`src/rtl/stream_harness_bridge_if.sv`:
```
// Host link of the stream harness bridge: command byte stream in, response byte stream out.
interface stream_harness_bridge_if;
    logic [7:0] cmd_data;
    logic       cmd_valid;
    logic       cmd_ready;
    logic [7:0] rsp_data;
    logic       rsp_valid;
    logic       rsp_ready;

    modport master (
        output cmd_data, cmd_valid, rsp_ready,
        input  cmd_ready, rsp_data, rsp_valid
    );

    modport slave (
        input  cmd_data, cmd_valid, rsp_ready,
        output cmd_ready, rsp_data, rsp_valid
    );
endinterface

```
`src/rtl/stream_harness_bridge.sv`:
```
// Byte-stream command interpreter driving a DUT's inputs, reset and clock enable,
// and returning snapshots of its outputs over a response stream.
module stream_harness_bridge #(
    parameter int unsigned IN_WIDTH       = 32,
    parameter int unsigned OUT_WIDTH      = 32,
    parameter int unsigned STEP_CNT_BYTES = 2
) (
    input  logic                 clk,
    input  logic                 rst,
    stream_harness_bridge_if.slave host,
    output logic [IN_WIDTH-1:0]  dut_in,
    input  logic [OUT_WIDTH-1:0] dut_out,
    output logic                 dut_rst,
    output logic                 dut_clk_en,
    output logic                 halted,
    output logic                 error
);
    localparam int unsigned IN_BYTES  = (IN_WIDTH + 7) / 8;
    localparam int unsigned OUT_BYTES = (OUT_WIDTH + 7) / 8;
    localparam int unsigned IN_PAD    = 8 * IN_BYTES;
    localparam int unsigned OUT_PAD   = 8 * OUT_BYTES;
    localparam int unsigned CNT_W     = 8 * STEP_CNT_BYTES;
    localparam int unsigned MAX_IO    = (IN_BYTES > OUT_BYTES) ? IN_BYTES : OUT_BYTES;
    localparam int unsigned MAX_BYTES = (MAX_IO > STEP_CNT_BYTES) ? MAX_IO : STEP_CNT_BYTES;
    localparam int unsigned IDX_W     = $clog2(MAX_BYTES + 1);

    localparam logic [7:0] CMD_SNAP    = 8'h68;
    localparam logic [7:0] CMD_HALT    = 8'h69;
    localparam logic [7:0] CMD_RST_ON  = 8'h6A;
    localparam logic [7:0] CMD_RST_OFF = 8'h6B;
    localparam logic [7:0] CMD_STEP    = 8'h6C;
    localparam logic [7:0] CMD_LOAD    = 8'h6D;
    localparam logic [7:0] ERR_BYTE    = 8'hEE;

    typedef enum logic [2:0] {
        ST_IDLE, ST_GET_IN, ST_GET_CNT, ST_STEP, ST_SEND, ST_HALTED
    } state_t;

    state_t               state, state_nxt;
    logic [IDX_W-1:0]     idx, idx_nxt, idx_inc;
    logic [IN_PAD-1:0]    stage, stage_nxt, in_word;
    logic [CNT_W-1:0]     cnt, cnt_nxt, cnt_word;
    logic [OUT_PAD-1:0]   snap, snap_nxt, out_word;
    logic                 err_rsp, err_rsp_nxt;
    logic [IN_WIDTH-1:0]  dut_in_nxt;
    logic                 dut_rst_nxt, error_nxt;
    logic [7:0]           rsp_data_q, rsp_data_nxt;
    logic                 cmd_ready_q, rsp_valid_q;
    logic                 cmd_fire, rsp_fire;

    assign host.cmd_ready = cmd_ready_q;
    assign host.rsp_valid = rsp_valid_q;
    assign host.rsp_data  = rsp_data_q;

    assign cmd_fire = host.cmd_valid && cmd_ready_q;
    assign rsp_fire = rsp_valid_q && host.rsp_ready;
    assign idx_inc  = idx + IDX_W'(1);
    assign out_word = OUT_PAD'(dut_out);

    // State register plus registered outputs decoded from the next state
    always_ff @(posedge clk or posedge rst) begin
        if (rst) begin
            state       <= ST_IDLE;
            idx         <= '0;
            stage       <= '0;
            cnt         <= '0;
            snap        <= '0;
            err_rsp     <= 1'b0;
            dut_in      <= '0;
            dut_rst     <= 1'b1;
            error       <= 1'b0;
            rsp_data_q  <= 8'h00;
            cmd_ready_q <= 1'b1;
            rsp_valid_q <= 1'b0;
            dut_clk_en  <= 1'b0;
            halted      <= 1'b0;
        end else begin
            state       <= state_nxt;
            idx         <= idx_nxt;
            stage       <= stage_nxt;
            cnt         <= cnt_nxt;
            snap        <= snap_nxt;
            err_rsp     <= err_rsp_nxt;
            dut_in      <= dut_in_nxt;
            dut_rst     <= dut_rst_nxt;
            error       <= error_nxt;
            rsp_data_q  <= rsp_data_nxt;
            cmd_ready_q <= (state_nxt == ST_IDLE) || (state_nxt == ST_GET_IN) ||
                           (state_nxt == ST_GET_CNT);
            rsp_valid_q <= (state_nxt == ST_SEND);
            dut_clk_en  <= (state_nxt == ST_STEP);
            halted      <= (state_nxt == ST_HALTED);
        end
    end

    always_comb begin
        state_nxt    = state;
        idx_nxt      = idx;
        stage_nxt    = stage;
        cnt_nxt      = cnt;
        snap_nxt     = snap;
        err_rsp_nxt  = err_rsp;
        dut_in_nxt   = dut_in;
        dut_rst_nxt  = dut_rst;
        error_nxt    = error;
        rsp_data_nxt = rsp_data_q;

        // Operand bytes land LSB first at the current byte index
        in_word                    = stage;
        in_word[{idx, 3'b000} +: 8] = host.cmd_data;
        cnt_word                    = cnt;
        cnt_word[{idx, 3'b000} +: 8] = host.cmd_data;

        case (state)
            ST_IDLE: begin
                if (cmd_fire) begin
                    idx_nxt = '0;
                    case (host.cmd_data)
                        CMD_SNAP: begin
                            snap_nxt     = out_word;
                            rsp_data_nxt = out_word[7:0];
                            err_rsp_nxt  = 1'b0;
                            state_nxt    = ST_SEND;
                        end
                        CMD_HALT:    state_nxt   = ST_HALTED;
                        CMD_RST_ON:  dut_rst_nxt = 1'b1;
                        CMD_RST_OFF: dut_rst_nxt = 1'b0;
                        CMD_STEP:    state_nxt   = ST_GET_CNT;
                        CMD_LOAD:    state_nxt   = ST_GET_IN;
                        default: begin
                            rsp_data_nxt = ERR_BYTE;
                            err_rsp_nxt  = 1'b1;
                            error_nxt    = 1'b1;
                            state_nxt    = ST_SEND;
                        end
                    endcase
                end
            end
            ST_GET_IN: begin
                if (cmd_fire) begin
                    stage_nxt = in_word;
                    if (idx == IDX_W'(IN_BYTES - 1)) begin
                        dut_in_nxt = IN_WIDTH'(in_word);
                        state_nxt  = ST_IDLE;
                    end else begin
                        idx_nxt = idx_inc;
                    end
                end
            end
            ST_GET_CNT: begin
                if (cmd_fire) begin
                    cnt_nxt = cnt_word;
                    if (idx == IDX_W'(STEP_CNT_BYTES - 1)) begin
                        state_nxt = (cnt_word == '0) ? ST_IDLE : ST_STEP;
                    end else begin
                        idx_nxt = idx_inc;
                    end
                end
            end
            ST_STEP: begin
                cnt_nxt = cnt - CNT_W'(1);
                if (cnt == CNT_W'(1)) state_nxt = ST_IDLE;
            end
            ST_SEND: begin
                if (rsp_fire) begin
                    if (err_rsp) begin
                        state_nxt = ST_HALTED;
                    end else if (idx == IDX_W'(OUT_BYTES - 1)) begin
                        state_nxt = ST_IDLE;
                    end else begin
                        idx_nxt      = idx_inc;
                        rsp_data_nxt = snap[{idx_inc, 3'b000} +: 8];
                    end
                end
            end
            ST_HALTED: state_nxt = ST_HALTED;
            default:   state_nxt = ST_IDLE;
        endcase
    end
endmodule

```
`src/flat_wrapper.sv`:
```
// flat-port wrapper written by rule: the top's interface ports become plain ports
module stream_harness_bridge_flat 
#(
    parameter int unsigned IN_WIDTH       = 32,
    parameter int unsigned OUT_WIDTH      = 32,
    parameter int unsigned STEP_CNT_BYTES = 2
)
  (clk, rst, dut_in, dut_out, dut_rst, dut_clk_en, halted, error, host_cmd_data, host_cmd_valid, host_rsp_ready, host_cmd_ready, host_rsp_data, host_rsp_valid);
  stream_harness_bridge_if host_i ();
  input  logic clk;
  input  logic rst;
  output logic [IN_WIDTH-1:0] dut_in;
  input  logic [OUT_WIDTH-1:0] dut_out;
  output logic dut_rst;
  output logic dut_clk_en;
  output logic halted;
  output logic error;
  input wire logic [$bits(host_i.cmd_data)-1:0] host_cmd_data;
  input wire logic [$bits(host_i.cmd_valid)-1:0] host_cmd_valid;
  input wire logic [$bits(host_i.rsp_ready)-1:0] host_rsp_ready;
  output wire logic [$bits(host_i.cmd_ready)-1:0] host_cmd_ready;
  output wire logic [$bits(host_i.rsp_data)-1:0] host_rsp_data;
  output wire logic [$bits(host_i.rsp_valid)-1:0] host_rsp_valid;
  assign host_i.cmd_data = host_cmd_data;
  assign host_i.cmd_valid = host_cmd_valid;
  assign host_i.rsp_ready = host_rsp_ready;
  assign host_cmd_ready = host_i.cmd_ready;
  assign host_rsp_data = host_i.rsp_data;
  assign host_rsp_valid = host_i.rsp_valid;
  stream_harness_bridge #(.IN_WIDTH(IN_WIDTH), .OUT_WIDTH(OUT_WIDTH), .STEP_CNT_BYTES(STEP_CNT_BYTES)) u_core (.clk(clk), .rst(rst), .host(host_i), .dut_in(dut_in), .dut_out(dut_out), .dut_rst(dut_rst), .dut_clk_en(dut_clk_en), .halted(halted), .error(error));
endmodule
```
`config.mk`:
```
export PLATFORM = sky130hd
export DESIGN_NAME = stream_harness_bridge_flat
export DESIGN_NICKNAME = d
export VERILOG_FILES = /design/src/rtl/stream_harness_bridge_if.sv /design/src/rtl/stream_harness_bridge.sv /design/src/flat_wrapper.sv
export SDC_FILE = /design/constraint.sdc
export NUM_CORES = 1
export LEC_CHECK = 0
export ABC_AREA = 1
export ABC_CLOCK_PERIOD_IN_PS = 5100
export CAP_MARGIN = 0
export CORE_MARGIN = 2
export CORE_UTILIZATION = 45
export CTS_CLUSTER_DIAMETER = 40
export CTS_CLUSTER_SIZE = 20
export DETAILED_ROUTE_END_ITERATION = 6
export HOLD_SLACK_MARGIN = 0.03
export PLACE_DENSITY = 0.65
export REMOVE_ABC_BUFFERS = 1
export SLEW_MARGIN = 20
export SYNTH_ARGS = -nofsm -noshare
export SYNTH_HDL_FRONTEND = slang
export SYNTH_SLANG_ARGS = --single-unit
export TNS_END_PERCENT = 50
```
`constraint.sdc`:
```
create_clock -name clk -period 5.1 [get_ports clk]
set_input_delay 0.765 -clock clk [delete_from_list [all_inputs] [get_ports clk]]
set_output_delay 0.765 -clock clk [all_outputs]
set_load 0.1 [all_outputs]
```
==> key figures <==
Critical path
  – Worst reg-to-reg setup slack: 1590 ps
  – Startpoint Class: flip-flop
  – Start point of the critical path: u_core.idx[0]$_DFFE_PP0P_
  – Number of cells on the worst reg-to-reg path: 7
  – Biggest fanout along the worst timing path: 21
  – Slowest stage cell, crit path: sky130_fd_sc_hd__dfrtp_1
  – Critical path depth in cells: 7
  – Critical path destination: u_core.stage[17]$_DFFE_PP0P_
  – CP Data Arrival Time: 3790 ps
  – Classification of the worst setup path: flip-flop to flip-flop
  – Critical path buffer and inverter count: 1
  – Category of the worst setup path capture point: flip-flop
  – Critical Path RT: 5380 ps
  – Worst flop-to-flop path startpoint: u_core.idx[0]$_DFFE_PP0P_
  – List of cells traversed by the critical path: inv_4 > ha_1 > nand2_1 > nor4_4 > o21ai_0 > nand2_1 > o21ai_0
  – Largest stage delay on the critical path: 850 ps
  – Worst flop-to-flop path endpoint: u_core.stage[17]$_DFFE_PP0P_
  – Kind of cell with the highest combined delay on the critical path: simple AND/OR/NAND/NOR gates

Route
  – DR WL/cell: 14.82 microns
  – Number of search-and-repair iterations in the first detailed-routing pass: 5
  – Wire length after detailed routing: 17,090 microns
  – DRC viols: 0
  – Antenna Nets Post-Route: 0
  – Via-to-Cell Ratio: 5.227
  – Iteration-0 DRC Markers: 425
  – Vias after detailed routing: 6,027

Die
  – I/O pin total: 90
  – X dimension of the die: 128.5 microns
  – # rows: 45
  – Total die area: 16,520 sq um
  – Placeable core area: 15,200 sq um
  – Vertical die dimension: 128.5 microns
  – Initial core utilization: 45.92%

Timing
  – Worst hold slack across all endpoints: 472.0 ps
  – Worst Setup Slack, final: 1594 ps
  – Setup TNS: 0 ps
  – Pin slew with the least headroom to its limit: 977.5 ps
  – Number of pins with negative max-slew slack in the final report: 0
  – Max_slew headroom: 34.63%
  – Worst setup skew after layout: 9.632 ps
  – Count of final hold-check violations: 0
  – Number of setup violations in the final report: 0
  – Max Clock Freq: 285.2 MHz
  – Unrepaired setup endpoints after global routing: no
  – Ratio of final minimum period to clock period: 68.75%
  – Final critical-path required period: 3506 ps

Global routing
  – Global routing's busiest layer: met2
  – Maximum number of pins on one net before global-route repair: 74
  – Overall fraction of global-route tracks in use: 22.02%
  – Number of global-route vias before repair: 5,708
  – Initial antenna violation count: 0
  – Aggregate global routing overflow: 0
  – First-pass GRT wire length: 28,720 microns
  – GR met2 Demand/Resource: 33.64%
  – Fraction of met1 tracks used by global routing: 31.53%
  – Global routing usage on met3: 4.948%

Placement
  – Worst Setup Slack post-DPL: 1617 ps
  – Final weighted congestion in routability-driven placement: 0.8521
  – Port bufs: 89
  – Final HPWL from detailed placement: 11,870 microns

Finish
  – Growth of design area from synthesis to finish: 22.06%
  – Combined area of the multi-input logic cells: 3079 sq um
  – Antenna diode count: 0
  – Register Area: 3331 sq um
  – Ratio of cells with drive above 1 in the final layout: 8.912%
  – Filler Cell Count: 1,429
  – Number of nets in the layout: 1,005

Synthesis
  – Summed instance area of the synthesized netlist: 6980 sq um
  – Count of mapped cells out of synthesis: 874
  – Count of yosys warnings during synthesis: 0
  – Post-synth ARST share: 100.0%
  – Area share of the largest cell type after synthesis: 46.96%
  – Count of flip-flops with a built-in enable after synthesis: 0
  – Cell variety after synth: 44
  – Count of state elements after synthesis: 133
  – Top area cells in the synthesized netlist: sky130_fd_sc_hd__dfrtp_1, sky130_fd_sc_hd__nand2_1, sky130_fd_sc_hd__o21ai_0, sky130_fd_sc_hd__inv_1, sky130_fd_sc_hd__a21oi_1
  – Syn avg cell area: 7.987 sq um
  – Sequential fraction of the synthesis area: 47.71%
  – Dominant register cell in the synthesized netlist: sky130_fd_sc_hd__dfrtp_1
  – Cell accounting for the most synthesized area: sky130_fd_sc_hd__dfrtp_1

Clocking
  – # resized after CTS: 0
  – # clock sinks: 133
  – Master cell of the clock root buffer: sky130_fd_sc_hd__clkbuf_16
  – Hold-fix buffers, CTS: 0
  – Buffer depth of the longest clock path: 2
  – Clock tree from TritonCTS: built
  – Post-CTS setup buffer count: 0
  – Number of buffers inserted during clock tree synthesis: 17
  – Clock transition at the registers of the reported paths: 60 ps
  – H-tree depth: 4
  – Skew-Pair Late Insertion Delay: 430 ps

Pwr
  – Leakage: 0.004052 uW
  – Worst VDD drop: 0.5782 mV
  – PD cells: 634.0 nW/um^2

Outcome
  – Run status: finished clean

Hold path
  – Worst min-delay path class: flip-flop to flip-flop
  – Startpoint of the tightest hold check path: u_core.error$_DFFE_PP0P_

Flow run
  – Count of max-cap constraint violations: 0
==> state kept, by name, summed over array words and instances (netlist names) <==
name and flops:
u_core.host.rsp_valid 1, u_core.dut_rst 1, u_core.err_rsp 1, u_core.snap 32, u_core.error 1, u_core.idx 3
u_core.state 3, u_core.dut_clk_en 1, u_core.host.cmd_ready 1, u_core.cnt 16, u_core.halted 1, u_core.stage 32
u_core.dut_in 32, u_core.host.rsp_data 8
==> cells by family after synthesis <==
kind of cell	Yosys count	share of synthesized area [%]
flops	133	47.71
compound gates	224	17.39
fa+ha+maj	8	1.434
xor+xnor	2	0.2510
simple gates	352	22.14
mux	18	2.832
buf+inv	137	8.245
==> report_power, final <==
part           internal [uW]  switching, uW
registers               1360            215
logic                    729           1960
clock network            691            447
==> worst min path at each step <==
stage	end	slack, ps	cells past startpoint
floorplan	u_core.stage[10]$_DFFE_PP0P_	440	2
global placement	u_core.stage[8]$_DFFE_PP0P_	460	2
detailed placement	u_core.error$_DFFE_PP0P_	450	2
CTS	u_core.error$_DFFE_PP0P_	470	2
global route	u_core.dut_in[26]$_DFFE_PP0P_	500	2
finish	u_core.error$_DFFE_PP0P_	470	2
==> cell usage in the layout, fill, tap and decap left out, types with 3 or more instances in the layout <==
cell,synthesis,routed
sky130_fd_sc_hd__nand4_1,4,4
sky130_fd_sc_hd__o211ai_1,3,3
sky130_fd_sc_hd__o31ai_1,3,3
sky130_fd_sc_hd__mux2_2,13,13
sky130_fd_sc_hd__nor2_2,4,4
sky130_fd_sc_hd__a21oi_1,54,54
sky130_fd_sc_hd__inv_1,94,93
sky130_fd_sc_hd__nand3_1,21,20
sky130_fd_sc_hd__ha_1,8,8
sky130_fd_sc_hd__dfrtp_1,131,131
sky130_fd_sc_hd__clkdlybuf4s50_1,0,89
sky130_fd_sc_hd__o221ai_1,6,6
sky130_fd_sc_hd__nor2_1,61,61
sky130_fd_sc_hd__nand2_2,5,5
sky130_fd_sc_hd__nand2_1,237,237
sky130_fd_sc_hd__clkinv_2,0,3
sky130_fd_sc_hd__clkbuf_1,15,4
sky130_fd_sc_hd__mux2i_1,4,4
sky130_fd_sc_hd__clkbuf_16,0,17
sky130_fd_sc_hd__nor3_1,4,4
sky130_fd_sc_hd__nand2_4,3,3
sky130_fd_sc_hd__o21ai_0,125,125
sky130_fd_sc_hd__inv_4,3,4
sky130_fd_sc_hd__o22ai_1,5,5
sky130_fd_sc_hd__nor2_4,8,8
sky130_fd_sc_hd__o21ai_1,16,16
sky130_fd_sc_hd__inv_2,7,7
==> stage by stage <==
step	utilization (%)	std cells	total power [uW]	cell area (sq um)
final	56.05	1153	5402	8521
after global routing	56.05	1153	5776	8521
after CTS	56.05	1153	5424	8521
after detailed placement	52.46	1122	4263	7975
after global placement	52.46	1122	4230	7975
after floorplan	-	842	3607	6807
==> worst register-to-register path: cells and delay by family (launching register included) <==
family / cells / cell delay [ps]
adder cells (fa/ha/maj): 1 / 800
AO/OA/AOI/OAI: 2 / 330
buffers and inverters: 1 / 230
AND/OR/NAND/NOR: 3 / 1160
flip-flops: 1 / 850
==> Yosys cell counts (2+ instances only) <==
cell type / n
sky130_fd_sc_hd__nor2_1: 61
sky130_fd_sc_hd__dfrtp_1: 131
sky130_fd_sc_hd__nand3_4: 2
sky130_fd_sc_hd__o221ai_1: 6
sky130_fd_sc_hd__buf_6: 4
sky130_fd_sc_hd__nand3_1: 21
sky130_fd_sc_hd__mux2_2: 13
sky130_fd_sc_hd__nand4_1: 4
sky130_fd_sc_hd__inv_4: 3
sky130_fd_sc_hd__o22ai_1: 5
sky130_fd_sc_hd__o21ai_1: 16
sky130_fd_sc_hd__buf_2: 10
sky130_fd_sc_hd__o21ai_2: 2
sky130_fd_sc_hd__a21oi_1: 54
sky130_fd_sc_hd__xor2_1: 2
sky130_fd_sc_hd__nor2_4: 8
sky130_fd_sc_hd__nand2_1: 237
sky130_fd_sc_hd__dfstp_2: 2
sky130_fd_sc_hd__clkbuf_1: 15
sky130_fd_sc_hd__nor2_8: 2
sky130_fd_sc_hd__o21ai_0: 125
sky130_fd_sc_hd__nand2_4: 3
sky130_fd_sc_hd__mux2i_1: 4
sky130_fd_sc_hd__buf_4: 3
sky130_fd_sc_hd__inv_1: 94
sky130_fd_sc_hd__o211ai_1: 3
sky130_fd_sc_hd__o31ai_1: 3
sky130_fd_sc_hd__nand2_2: 5
sky130_fd_sc_hd__inv_2: 7
sky130_fd_sc_hd__nor2_2: 4
sky130_fd_sc_hd__a221oi_1: 2
sky130_fd_sc_hd__ha_1: 8
sky130_fd_sc_hd__nor3_1: 4
==> cell type report <==
class / instances / share of cell area [%]
multi-input combinational: 604 / 36.14
clock inverter: 8 / 0.9104
inverter: 105 / 4.743
tap: 188 / 2.761
timing repair buffer: 92 / 10.87
sequential: 133 / 39.09
clock buffer: 23 / 5.492
==> layer usage <==
layer / vias up / routed length, microns
met2: 159 / 7591
li1: 3022 / -
met3: 20 / 852
met5: - / 0
met4: 0 / 260
met1: 2826 / 8387
Power figures use the tool's default switching activity.
